### src/rtl/aes_cbc_sequencer_if.sv
// Handshake and data bundle between the CBC sequencer, its environment and the AES decrypt core.
interface aes_cbc_sequencer_if #(
  parameter int unsigned NBW = 16
);
  logic             enable_i;
  logic             start_i;
  logic [NBW-1:0]   nblocks_i;
  logic [255:0]     key_i;
  logic [127:0]     iv_i;
  logic [127:0]     ct_i;
  logic             ct_valid_i;
  logic             ct_ready_o;
  logic [127:0]     pt_o;
  logic             pt_valid_o;
  logic             pt_ready_i;
  logic             busy_o;
  logic             done_o;
  logic             err_o;
  logic [255:0]     core_k_o;
  logic             core_kvalid_o;
  logic [127:0]     core_iv_o;
  logic             core_ivalid_o;
  logic [127:0]     core_c_o;
  logic             core_cvalid_o;
  logic [127:0]     core_plain_i;
  logic             core_ready_i;
  logic             core_valid_i;

  modport slave (
    input  enable_i, start_i, nblocks_i, key_i, iv_i, ct_i, ct_valid_i, pt_ready_i,
           core_plain_i, core_ready_i, core_valid_i,
    output ct_ready_o, pt_o, pt_valid_o, busy_o, done_o, err_o,
           core_k_o, core_kvalid_o, core_iv_o, core_ivalid_o, core_c_o, core_cvalid_o
  );

  modport master (
    output enable_i, start_i, nblocks_i, key_i, iv_i, ct_i, ct_valid_i, pt_ready_i,
           core_plain_i, core_ready_i, core_valid_i,
    input  ct_ready_o, pt_o, pt_valid_o, busy_o, done_o, err_o,
           core_k_o, core_kvalid_o, core_iv_o, core_ivalid_o, core_c_o, core_cvalid_o
  );
endinterface

### src/rtl/aes_cbc_sequencer.sv
// CBC decrypt sequencer: loads key/IV once, streams ciphertext blocks through the core one at
// a time, chains each ciphertext as the next IV and buffers plaintext in a small FIFO.
module aes_cbc_sequencer #(
  parameter int unsigned DEPTH   = 2,
  parameter int unsigned TIMEOUT = 4096,
  parameter int unsigned NBW     = 16
) (
  input logic               clk,
  input logic               resetn,
  aes_cbc_sequencer_if.slave bus
);

  localparam int unsigned AW = (DEPTH > 1) ? $clog2(DEPTH) : 1;
  localparam int unsigned CW = $clog2(DEPTH + 1);
  localparam int unsigned WW = $clog2(TIMEOUT + 1);

  typedef enum logic [2:0] {
    S_IDLE, S_LOAD, S_WAIT_RDY, S_ISSUE, S_WAIT_RES, S_CHAIN, S_DONE, S_ERR
  } state_e;

  state_e          state_q, state_d;
  logic [255:0]    key_q, key_d;
  logic [127:0]    iv_q, iv_d;
  logic [127:0]    c_q, c_d;
  logic [127:0]    chain_q, chain_d;
  logic [NBW-1:0]  blk_q, blk_d;
  logic [WW-1:0]   wdog_q, wdog_d;
  logic            err_q, err_d;
  logic            cvalid_q, cvalid_d;

  logic [127:0]    mem_q [DEPTH];
  logic [AW-1:0]   wr_q, rd_q;
  logic [CW-1:0]   cnt_q;

  logic            ct_ready_c;
  logic            push_c;
  logic            pop_c;
  logic            timeout_c;

  // Only accept a block when the FIFO can still absorb its result.
  assign ct_ready_c = (state_q == S_ISSUE) && (cnt_q <= CW'(DEPTH - 1));
  assign timeout_c  = (wdog_q == WW'(TIMEOUT - 1));
  assign pop_c      = bus.enable_i && bus.pt_ready_i && (cnt_q != '0);

  always_comb begin
    state_d  = state_q;
    key_d    = key_q;
    iv_d     = iv_q;
    c_d      = c_q;
    chain_d  = chain_q;
    blk_d    = blk_q;
    wdog_d   = wdog_q;
    err_d    = err_q;
    cvalid_d = 1'b0;
    push_c   = 1'b0;

    case (state_q)
      S_IDLE: begin
        if (bus.start_i) begin
          key_d   = bus.key_i;
          iv_d    = bus.iv_i;
          blk_d   = bus.nblocks_i;
          err_d   = 1'b0;
          state_d = (bus.nblocks_i == '0) ? S_DONE : S_LOAD;
        end
      end
      S_LOAD:     state_d = S_WAIT_RDY;
      S_WAIT_RDY: begin
        if (bus.core_ready_i) begin
          state_d = S_ISSUE;
        end else if (timeout_c) begin
          state_d = S_ERR;
          err_d   = 1'b1;
        end
      end
      S_ISSUE: begin
        if (bus.ct_valid_i && ct_ready_c) begin
          c_d      = bus.ct_i;
          chain_d  = bus.ct_i;
          cvalid_d = 1'b1;
          state_d  = S_WAIT_RES;
        end
      end
      S_WAIT_RES: begin
        if (bus.core_valid_i) begin
          push_c  = 1'b1;
          blk_d   = blk_q - NBW'(1);
          iv_d    = chain_q;
          state_d = (blk_q == NBW'(1)) ? S_DONE : S_CHAIN;
        end else if (timeout_c) begin
          state_d = S_ERR;
          err_d   = 1'b1;
        end
      end
      S_CHAIN:    state_d = S_WAIT_RDY;
      S_DONE:     state_d = S_IDLE;
      S_ERR:      state_d = S_IDLE;
      default:    state_d = S_IDLE;
    endcase

    // Watchdog restarts on every state change and only runs while waiting on the core.
    if (state_d != state_q) begin
      wdog_d = '0;
    end else if ((state_q == S_WAIT_RDY) || (state_q == S_WAIT_RES)) begin
      wdog_d = wdog_q + WW'(1);
    end
  end

  always_ff @(posedge clk or negedge resetn) begin
    if (!resetn) begin
      state_q  <= S_IDLE;
      key_q    <= '0;
      iv_q     <= '0;
      c_q      <= '0;
      chain_q  <= '0;
      blk_q    <= '0;
      wdog_q   <= '0;
      err_q    <= 1'b0;
      cvalid_q <= 1'b0;
    end else if (bus.enable_i) begin
      state_q  <= state_d;
      key_q    <= key_d;
      iv_q     <= iv_d;
      c_q      <= c_d;
      chain_q  <= chain_d;
      blk_q    <= blk_d;
      wdog_q   <= wdog_d;
      err_q    <= err_d;
      cvalid_q <= cvalid_d;
    end
  end

  // Plaintext FIFO; push only happens from WAIT_RES, so it is implicitly enable-gated.
  always_ff @(posedge clk or negedge resetn) begin
    if (!resetn) begin
      for (int unsigned i = 0; i < DEPTH; i++) mem_q[i] <= '0;
      wr_q  <= '0;
      rd_q  <= '0;
      cnt_q <= '0;
    end else if (bus.enable_i) begin
      if (push_c) begin
        mem_q[wr_q] <= bus.core_plain_i;
        wr_q        <= wr_q + AW'(1);
      end
      if (pop_c) rd_q <= rd_q + AW'(1);
      if (push_c && !pop_c)      cnt_q <= cnt_q + CW'(1);
      else if (!push_c && pop_c) cnt_q <= cnt_q - CW'(1);
    end
  end

  assign bus.ct_ready_o    = bus.enable_i && ct_ready_c;
  assign bus.pt_o          = mem_q[rd_q];
  assign bus.pt_valid_o    = (cnt_q != '0);
  assign bus.busy_o        = (state_q != S_IDLE);
  assign bus.done_o        = bus.enable_i && (state_q == S_DONE);
  assign bus.err_o         = err_q;
  assign bus.core_k_o      = key_q;
  assign bus.core_kvalid_o = bus.enable_i && (state_q == S_LOAD);
  assign bus.core_iv_o     = iv_q;
  assign bus.core_ivalid_o = bus.enable_i && ((state_q == S_LOAD) || (state_q == S_CHAIN));
  assign bus.core_c_o      = c_q;
  assign bus.core_cvalid_o = bus.enable_i && cvalid_q;

endmodule
### src/flat_wrapper.sv
// flat-port wrapper written by rule: the top's interface ports become plain ports
module aes_cbc_sequencer_flat 
#(
  parameter int unsigned DEPTH   = 2,
  parameter int unsigned TIMEOUT = 4096,
  parameter int unsigned NBW     = 16
)
  (clk, resetn, bus_enable_i, bus_start_i, bus_nblocks_i, bus_key_i, bus_iv_i, bus_ct_i, bus_ct_valid_i, bus_pt_ready_i, bus_core_plain_i, bus_core_ready_i, bus_core_valid_i, bus_ct_ready_o, bus_pt_o, bus_pt_valid_o, bus_busy_o, bus_done_o, bus_err_o, bus_core_k_o, bus_core_kvalid_o, bus_core_iv_o, bus_core_ivalid_o, bus_core_c_o, bus_core_cvalid_o);
  aes_cbc_sequencer_if #(.NBW(NBW)) bus_i ();
  input logic clk;
  input logic resetn;
  input wire logic [$bits(bus_i.enable_i)-1:0] bus_enable_i;
  input wire logic [$bits(bus_i.start_i)-1:0] bus_start_i;
  input wire logic [$bits(bus_i.nblocks_i)-1:0] bus_nblocks_i;
  input wire logic [$bits(bus_i.key_i)-1:0] bus_key_i;
  input wire logic [$bits(bus_i.iv_i)-1:0] bus_iv_i;
  input wire logic [$bits(bus_i.ct_i)-1:0] bus_ct_i;
  input wire logic [$bits(bus_i.ct_valid_i)-1:0] bus_ct_valid_i;
  input wire logic [$bits(bus_i.pt_ready_i)-1:0] bus_pt_ready_i;
  input wire logic [$bits(bus_i.core_plain_i)-1:0] bus_core_plain_i;
  input wire logic [$bits(bus_i.core_ready_i)-1:0] bus_core_ready_i;
  input wire logic [$bits(bus_i.core_valid_i)-1:0] bus_core_valid_i;
  output wire logic [$bits(bus_i.ct_ready_o)-1:0] bus_ct_ready_o;
  output wire logic [$bits(bus_i.pt_o)-1:0] bus_pt_o;
  output wire logic [$bits(bus_i.pt_valid_o)-1:0] bus_pt_valid_o;
  output wire logic [$bits(bus_i.busy_o)-1:0] bus_busy_o;
  output wire logic [$bits(bus_i.done_o)-1:0] bus_done_o;
  output wire logic [$bits(bus_i.err_o)-1:0] bus_err_o;
  output wire logic [$bits(bus_i.core_k_o)-1:0] bus_core_k_o;
  output wire logic [$bits(bus_i.core_kvalid_o)-1:0] bus_core_kvalid_o;
  output wire logic [$bits(bus_i.core_iv_o)-1:0] bus_core_iv_o;
  output wire logic [$bits(bus_i.core_ivalid_o)-1:0] bus_core_ivalid_o;
  output wire logic [$bits(bus_i.core_c_o)-1:0] bus_core_c_o;
  output wire logic [$bits(bus_i.core_cvalid_o)-1:0] bus_core_cvalid_o;
  assign bus_i.enable_i = bus_enable_i;
  assign bus_i.start_i = bus_start_i;
  assign bus_i.nblocks_i = bus_nblocks_i;
  assign bus_i.key_i = bus_key_i;
  assign bus_i.iv_i = bus_iv_i;
  assign bus_i.ct_i = bus_ct_i;
  assign bus_i.ct_valid_i = bus_ct_valid_i;
  assign bus_i.pt_ready_i = bus_pt_ready_i;
  assign bus_i.core_plain_i = bus_core_plain_i;
  assign bus_i.core_ready_i = bus_core_ready_i;
  assign bus_i.core_valid_i = bus_core_valid_i;
  assign bus_ct_ready_o = bus_i.ct_ready_o;
  assign bus_pt_o = bus_i.pt_o;
  assign bus_pt_valid_o = bus_i.pt_valid_o;
  assign bus_busy_o = bus_i.busy_o;
  assign bus_done_o = bus_i.done_o;
  assign bus_err_o = bus_i.err_o;
  assign bus_core_k_o = bus_i.core_k_o;
  assign bus_core_kvalid_o = bus_i.core_kvalid_o;
  assign bus_core_iv_o = bus_i.core_iv_o;
  assign bus_core_ivalid_o = bus_i.core_ivalid_o;
  assign bus_core_c_o = bus_i.core_c_o;
  assign bus_core_cvalid_o = bus_i.core_cvalid_o;
  aes_cbc_sequencer #(.DEPTH(DEPTH), .TIMEOUT(TIMEOUT), .NBW(NBW)) u_core (.clk(clk), .resetn(resetn), .bus(bus_i));
endmodule
### config.mk
export PLATFORM = sky130hd
export DESIGN_NAME = aes_cbc_sequencer_flat
export DESIGN_NICKNAME = d
export VERILOG_FILES = /design/src/rtl/aes_cbc_sequencer_if.sv /design/src/rtl/aes_cbc_sequencer.sv /design/src/flat_wrapper.sv
export SDC_FILE = /design/constraint.sdc
export NUM_CORES = 1
export LEC_CHECK = 0
export ABC_CLOCK_PERIOD_IN_PS = 2150
export CAP_MARGIN = 5
export CORE_AREA = 2 2 506 508
export DETAILED_ROUTE_END_ITERATION = 8
export DIE_AREA = 0 0 508 510
export SYNTH_ARGS = -nofsm -noshare
export SYNTH_HDL_FRONTEND = slang
export SYNTH_SLANG_ARGS = --single-unit
### constraint.sdc
create_clock -name clk -period 2.15 [get_ports clk]
set_input_delay 0.215 -clock clk [delete_from_list [all_inputs] [get_ports clk]]
set_output_delay 0.215 -clock clk [all_outputs]
set_load 0.02 [all_outputs]
== Word level (Yosys, flattened, before mapping) ==
Cells that the tools add are included.
Widths: inputs -> output; s select.

* Bits in read-only memories: 0
* Input port bits: 664
* Logic and storage cells: 106
* Memories: 0
* Output and inout bits: 648
* Bits in latches: 0
* Flip-flop bits (word level): 806
* Bits in writable memories: 0

* $lt $le $gt $ge: 4
* Multiplexer cells: 33
* Reduce and logical (&&, ||, !) cells: 34
* Equality and inequality tests: 14
* Shift-type cells: 0
* $add $sub $neg: 6
* Bitwise logic cells: 2
* Multiply operators: 0
* Div/mod/pow operators: 0

{| class="wikitable"
|+ Operators with widths
! kind !! number
|-
| $mux 128 || 6
|-
| $bwmux 256 || 1
|-
| $pmux 128 s2 || 1
|-
| $demux 128 s1 || 1
|-
| $mux 16 || 2
|-
| $pmux 16 s2 || 1
|-
| $mux 13 || 2
|-
| $mux 3 || 6
|-
| $pmux 3 s6 || 1
|-
| $eq 16x1->1 const B || 1
|-
| $logic_not 16->1 || 1
|-
| $sub 16x1->16 const B || 1
|-
| $add 13x1->13 const B || 1
|-
| $eq 13x12->1 const B || 1
|-
| $eq 3x3->1 const B || 4
|-
| $logic_and 1x1->1 || 12
|-
| $mux 1 || 8
|-
| $ne 2x2->1 const B || 4
|-
| $reduce_and 2->1 || 4
|-
| $reduce_bool 2->1 || 4
|-
| $eq 3x2->1 const B || 2
|-
| $mux 2 || 3
|-
| $reduce_and 3->1 || 2
|-
| $reduce_bool 3->1 || 2
|-
| other kinds (16) || 22
|}

== Longest topological paths before layout ==
* Word-level depth: 8
* Mapped depth: 9

== Least setup slack after synthesis ==
No wires, ideal clock.

* Path kind: register -> register
* Start point: register u_core.blk_q[7]
* End point: register u_core.wdog_q[7]
* Arrival time: 2240 ps
* Cell stages (with the launch flop): 8
* Buffers on the path: 1
* Path slack: -213 ps
* Path through: dfrtp_1 or4_4 nor4b_4 a2bb2oi_2 a221o_1 and2_1 buf_6 o2bb2ai_1

* Cells in the longest elaborated chain, start to end: 7
* Elaborated cells between the ends (all ways): 8

{| class="wikitable"
|+ RTL lines
! what !! RTL line !! source
|-
| start: declaration || aes_cbc_sequencer.sv:26 || <nowiki>logic [NBW-1:0] blk_q, blk_d;</nowiki>
|-
| start signal: assignment || aes_cbc_sequencer.sv:126 || <nowiki>blk_q <= blk_d;</nowiki>
|-
| $eq 16x1->1 * || aes_cbc_sequencer.sv:89 || <nowiki>state_d = (blk_q == NBW'(1)) ? S_DONE : S_CHAIN;</nowiki>
|-
| $mux 2 * || aes_cbc_sequencer.sv:89 ||
|-
| $mux 3 * || aes_cbc_sequencer.sv:85 || <nowiki>if (bus.core_valid_i) begin</nowiki>
|-
| $pmux 3 s6 * || aes_cbc_sequencer.sv:57 || <nowiki>case (state_q)</nowiki>
|-
| $ne 3x3->1 * || aes_cbc_sequencer.sv:102 || <nowiki>if (state_d != state_q) begin</nowiki>
|-
| $reduce_bool 2->1 (no source line) || - ||
|-
| $reduce_and 2->1 (no source line) || - ||
|-
| end signal: assignment || aes_cbc_sequencer.sv:127 || <nowiki>wdog_q <= wdog_d;</nowiki>
|-
| end: declaration || aes_cbc_sequencer.sv:27 || <nowiki>logic [WW-1:0] wdog_q, wdog_d;</nowiki>
|}

Every way passes the cells marked *; elsewhere a longest branch is shown, timed or not.
A chain may end at the register's enable or synchronous reset.

== Worst setup path in the final report ==
* Start point: register u_core.blk_q[9]
* End point: register u_core.wdog_q[12]

Same word-level chain as after synthesis.

==> flow_summary.json <==
{
  "grt_pass1_vias": 29200,
  "arrival_ps": 3040,
  "grt_first_pass_wirelength_um": 263000,
  "cts_sinks": 806,
  "core-area_um2": 253000,
  "final_nets": 4875,
  "max-cap-violations": 0,
  "portBuffers": 1311,
  "skew_ps": 50.0,
  "cts_buffer_depth": 3,
  "syn_to_final_growth_pct": 77.6,
  "cp-end-kind": "flip-flop",
  "slew_viol_final": 0,
  "finalSetupViolCount": 249,
  "drc_errors": 0,
  "fin_area_um2": 58800,
  "hold_path_class": "input pin to flip-flop",
  "clock_insertion_delay_worst_skew_ps": 740,
  "syn_avg_cell_area_um2": 13.3,
  "core.rowCount": 185,
  "finalHoldViolations": 0,
  "io_pins": 1312,
  "critPathMaxFanout": 5,
  "die_w_um": 508,
  "dp_cells": 7186,
  "synth_edf_count": 0,
  "power_leakage_uw": 0.0256,
  "drive_gt1_frac": 0.322,
  "failed_checks": "negative setup slack",
  "postSynth.asyncResetShare": 1.00,
  "place_area_um2": 51800,
  "max-slew-margin-rel": 0.526,
  "die_h_um": 510,
  "setup_ws_ps": -312,
  "drt_iter0_drc": 1712,
  "vias": 28700,
  "clockRootBuffer": "clkbuf_16",
  "hold_slack_ps": 88.8,
  "rsz0062_at_grt": "true",
  "setup.worst_path.start_class": "flip-flop",
  "firstDrtPassIters": 8,
  "final_cell_mix": "1101 x clkdlybuf4s50_1, 802 x dfrtp_1, 745 x mux2_2, 278 x nand2_1, 217 x dlygate4sd3_1",
  "place_ws_ps": -410,
  "clkTransAtPathRegs_ps": 70,
  "antenna_left": 0,
  "netlist_instances": 2482,
  "syn-cell-area_um2": 33100,
  "htree_levels": 3,
  "synth_nets": 3152,
  "vias_per_cell": 3.71,
  "synth_cell_type_count": 58,
  "required_ps": 2730,
  "tightestPinTransition_ps": 711,
  "synth_warnings": 0,
  "layout.cells.non_filler": 7730,
  "gr-usage-all-layers": 0.150,
  "start_util": 0.131,
  "grt-ovfl-total": 0,
  "fmax_ghz": 0.406,
  "cts_buffers": 98,
  "ys.flop_type": "dfrtp_1",
  "outcome": "finished with violations",
  "wl_um": 206000,
  "wl_per_cell_um": 26.6,
  "die-area_um2": 259000,
  "layout_min_cycle_time_ps": 2460,
  "powerDensity_nw_per_um2": 1510,
  "vdd_drop_max_uv": 938,
  "layout.cells.most_common": "clkdlybuf4s50_1",
  "gp_congestion": 0.895,
  "cts_tree": "yes",
  "yosysSeqAreaShare": 0.609,
  "grt_max_degree": 107,
  "worst-setup-path-type": "flip-flop to flip-flop",
  "dp_hpwl_um": 168000,
  "min_period_over_period": 1.15,
  "antenna_found_initial": 214,
  "r2r_slack_ps": -310,
  "ys_seq_elements": 806
}
==> metal layers <==
metal  vias to the layer above  global-route usage  wire (um)
met3                       472              0.0719      23700
met1                     14400               0.160      73200
li1                      12300                   -          -
met2                      1449               0.249     101000
met5                         -                   0        586
met4                        90              0.0670       7190
==> registers in the layout (all words and copies together), names as in the netlist <==
| signal | count |
|---|---|
| u_core.state_q | 3 |
| u_core.cnt_q | 2 |
| u_core.wr_q | 1 |
| u_core.bus.core_c_o | 128 |
| u_core.bus.core_iv_o | 128 |
| u_core.cvalid_q | 1 |
| u_core.blk_q | 16 |
| u_core.bus.err_o | 1 |
| u_core.rd_q | 1 |
| u_core.bus.core_k_o | 256 |
| u_core.wdog_q | 13 |
| u_core.mem_q | 256 |
==> worst max-delay path: stages (launching register included) <==
cell       delay [ps]
dfrtp_1           380
or4_4             560
nor4b_4           240
buf_4             190
a2bb2oi_2          60
a221o_2           460
a21oi_4           220
buf_6             160
a311oi_1           50
==> synth_stat cells, types with 2 or more instances <==
cell | instances | area (um^2)
o21a_1 | 2 | 15.0
nand2b_1 | 5 | 31.3
o2bb2ai_1 | 8 | 70.1
xnor2_1 | 3 | 26.3
buf_2 | 13 | 65.1
o211ai_1 | 2 | 15.0
and4_1 | 3 | 26.3
nand4_1 | 4 | 25.0
or4_1 | 3 | 22.5
a311oi_1 | 2 | 17.5
o21ai_0 | 32 | 160
a211oi_1 | 2 | 15.0
nand3_1 | 14 | 70.1
o22ai_1 | 6 | 37.5
or3_1 | 2 | 12.5
a22oi_1 | 4 | 30.0
clkbuf_1 | 137 | 514
and2_1 | 4 | 25.0
a21oi_1 | 19 | 95.1
a31oi_1 | 132 | 826
inv_1 | 17 | 63.8
nor4_1 | 6 | 37.5
ha_1 | 6 | 75.1
nor2_1 | 156 | 586
mux2_2 | 768 | 8650
nand2_1 | 280 | 1050
buf_1 | 5 | 18.8
nor3_1 | 12 | 60.1
dfrtp_1 | 806 | 20200
==> final timing paths <==
| check | from | end | depth (start not counted) |
|---|---|---|---|
| min in group asynchronous | resetn | u_core.bus.core_c_o[26] | 3 |
| setup reg to reg | u_core.blk_q[9] | u_core.wdog_q[12] | 8 |
| hold reg to reg | u_core.mem_q[139] | u_core.mem_q[139] | 1 |
| hold / removal | bus_iv_i[89] | u_core.bus.core_iv_o[89] | 3 |
| max in group asynchronous | resetn | u_core.bus.core_c_o[96] | 4 |
| setup / recovery | u_core.blk_q[9] | u_core.wdog_q[12] | 8 |
==> through the flow <==
step / total power (uW) / utilization / TNS, ps
finish: 88500 / 0.232 / -36480
global route: 92800 / 0.232 / -56170
detailed placement: 69300 / 0.204 / -109690
global placement: 68900 / 0.204 / -98670
floorplan: 45900 / - / -2230
CTS: 87200 / 0.226 / -58600
==> power by group <==
group / internal, uW / switching [uW] / total, uW / leakage [uW]
logic: 21200 / 22300 / 43500 / 0.0140
registers: 22600 / 5090 / 27700 / 0.0100
clock network: 10000 / 7280 / 17300 / 0.00162
==> logic make-up after synthesis <==
| logic type | after synthesis | synth area share |
|---|---|---|
| buffers and inverters | 175 | 0.0207 |
| and+or+nand+nor | 502 | 0.0631 |
| muxes | 769 | 0.262 |
| xor gates and xnor gates | 4 | 0.00106 |
| adders and majority gates | 6 | 0.00227 |
| DFF | 806 | 0.609 |
| AOI/OAI and AO/OA | 220 | 0.0419 |
==> layout make-up <==
cell class / count / area [um^2]
tap: 3366 / 4210
clock buffer: 145 / 2870
timing repair buffer: 1781 / 18100
sequential: 806 / 20200
multi-input combinational: 1501 / 12700
inverter: 17 / 70.1
clock inverter: 33 / 453
antenna: 81 / 203
fill: 26900 / 195000
==> repair_timing <==
| action | in CTS | in global routing |
|---|---|---|
| resized for setup | 273 | 498 |
| endpoints found under the hold margin | 586 | 0 |
| hold buffers | 218 | 0 |
| gates cloned | 1 | 15 |
| buffers inserted | 1 | 52 |
| setup endpoints to repair | 354 | 369 |
| pin swaps | 0 | 22 |
No activity file was read; power rests on OpenSTA's default activity.
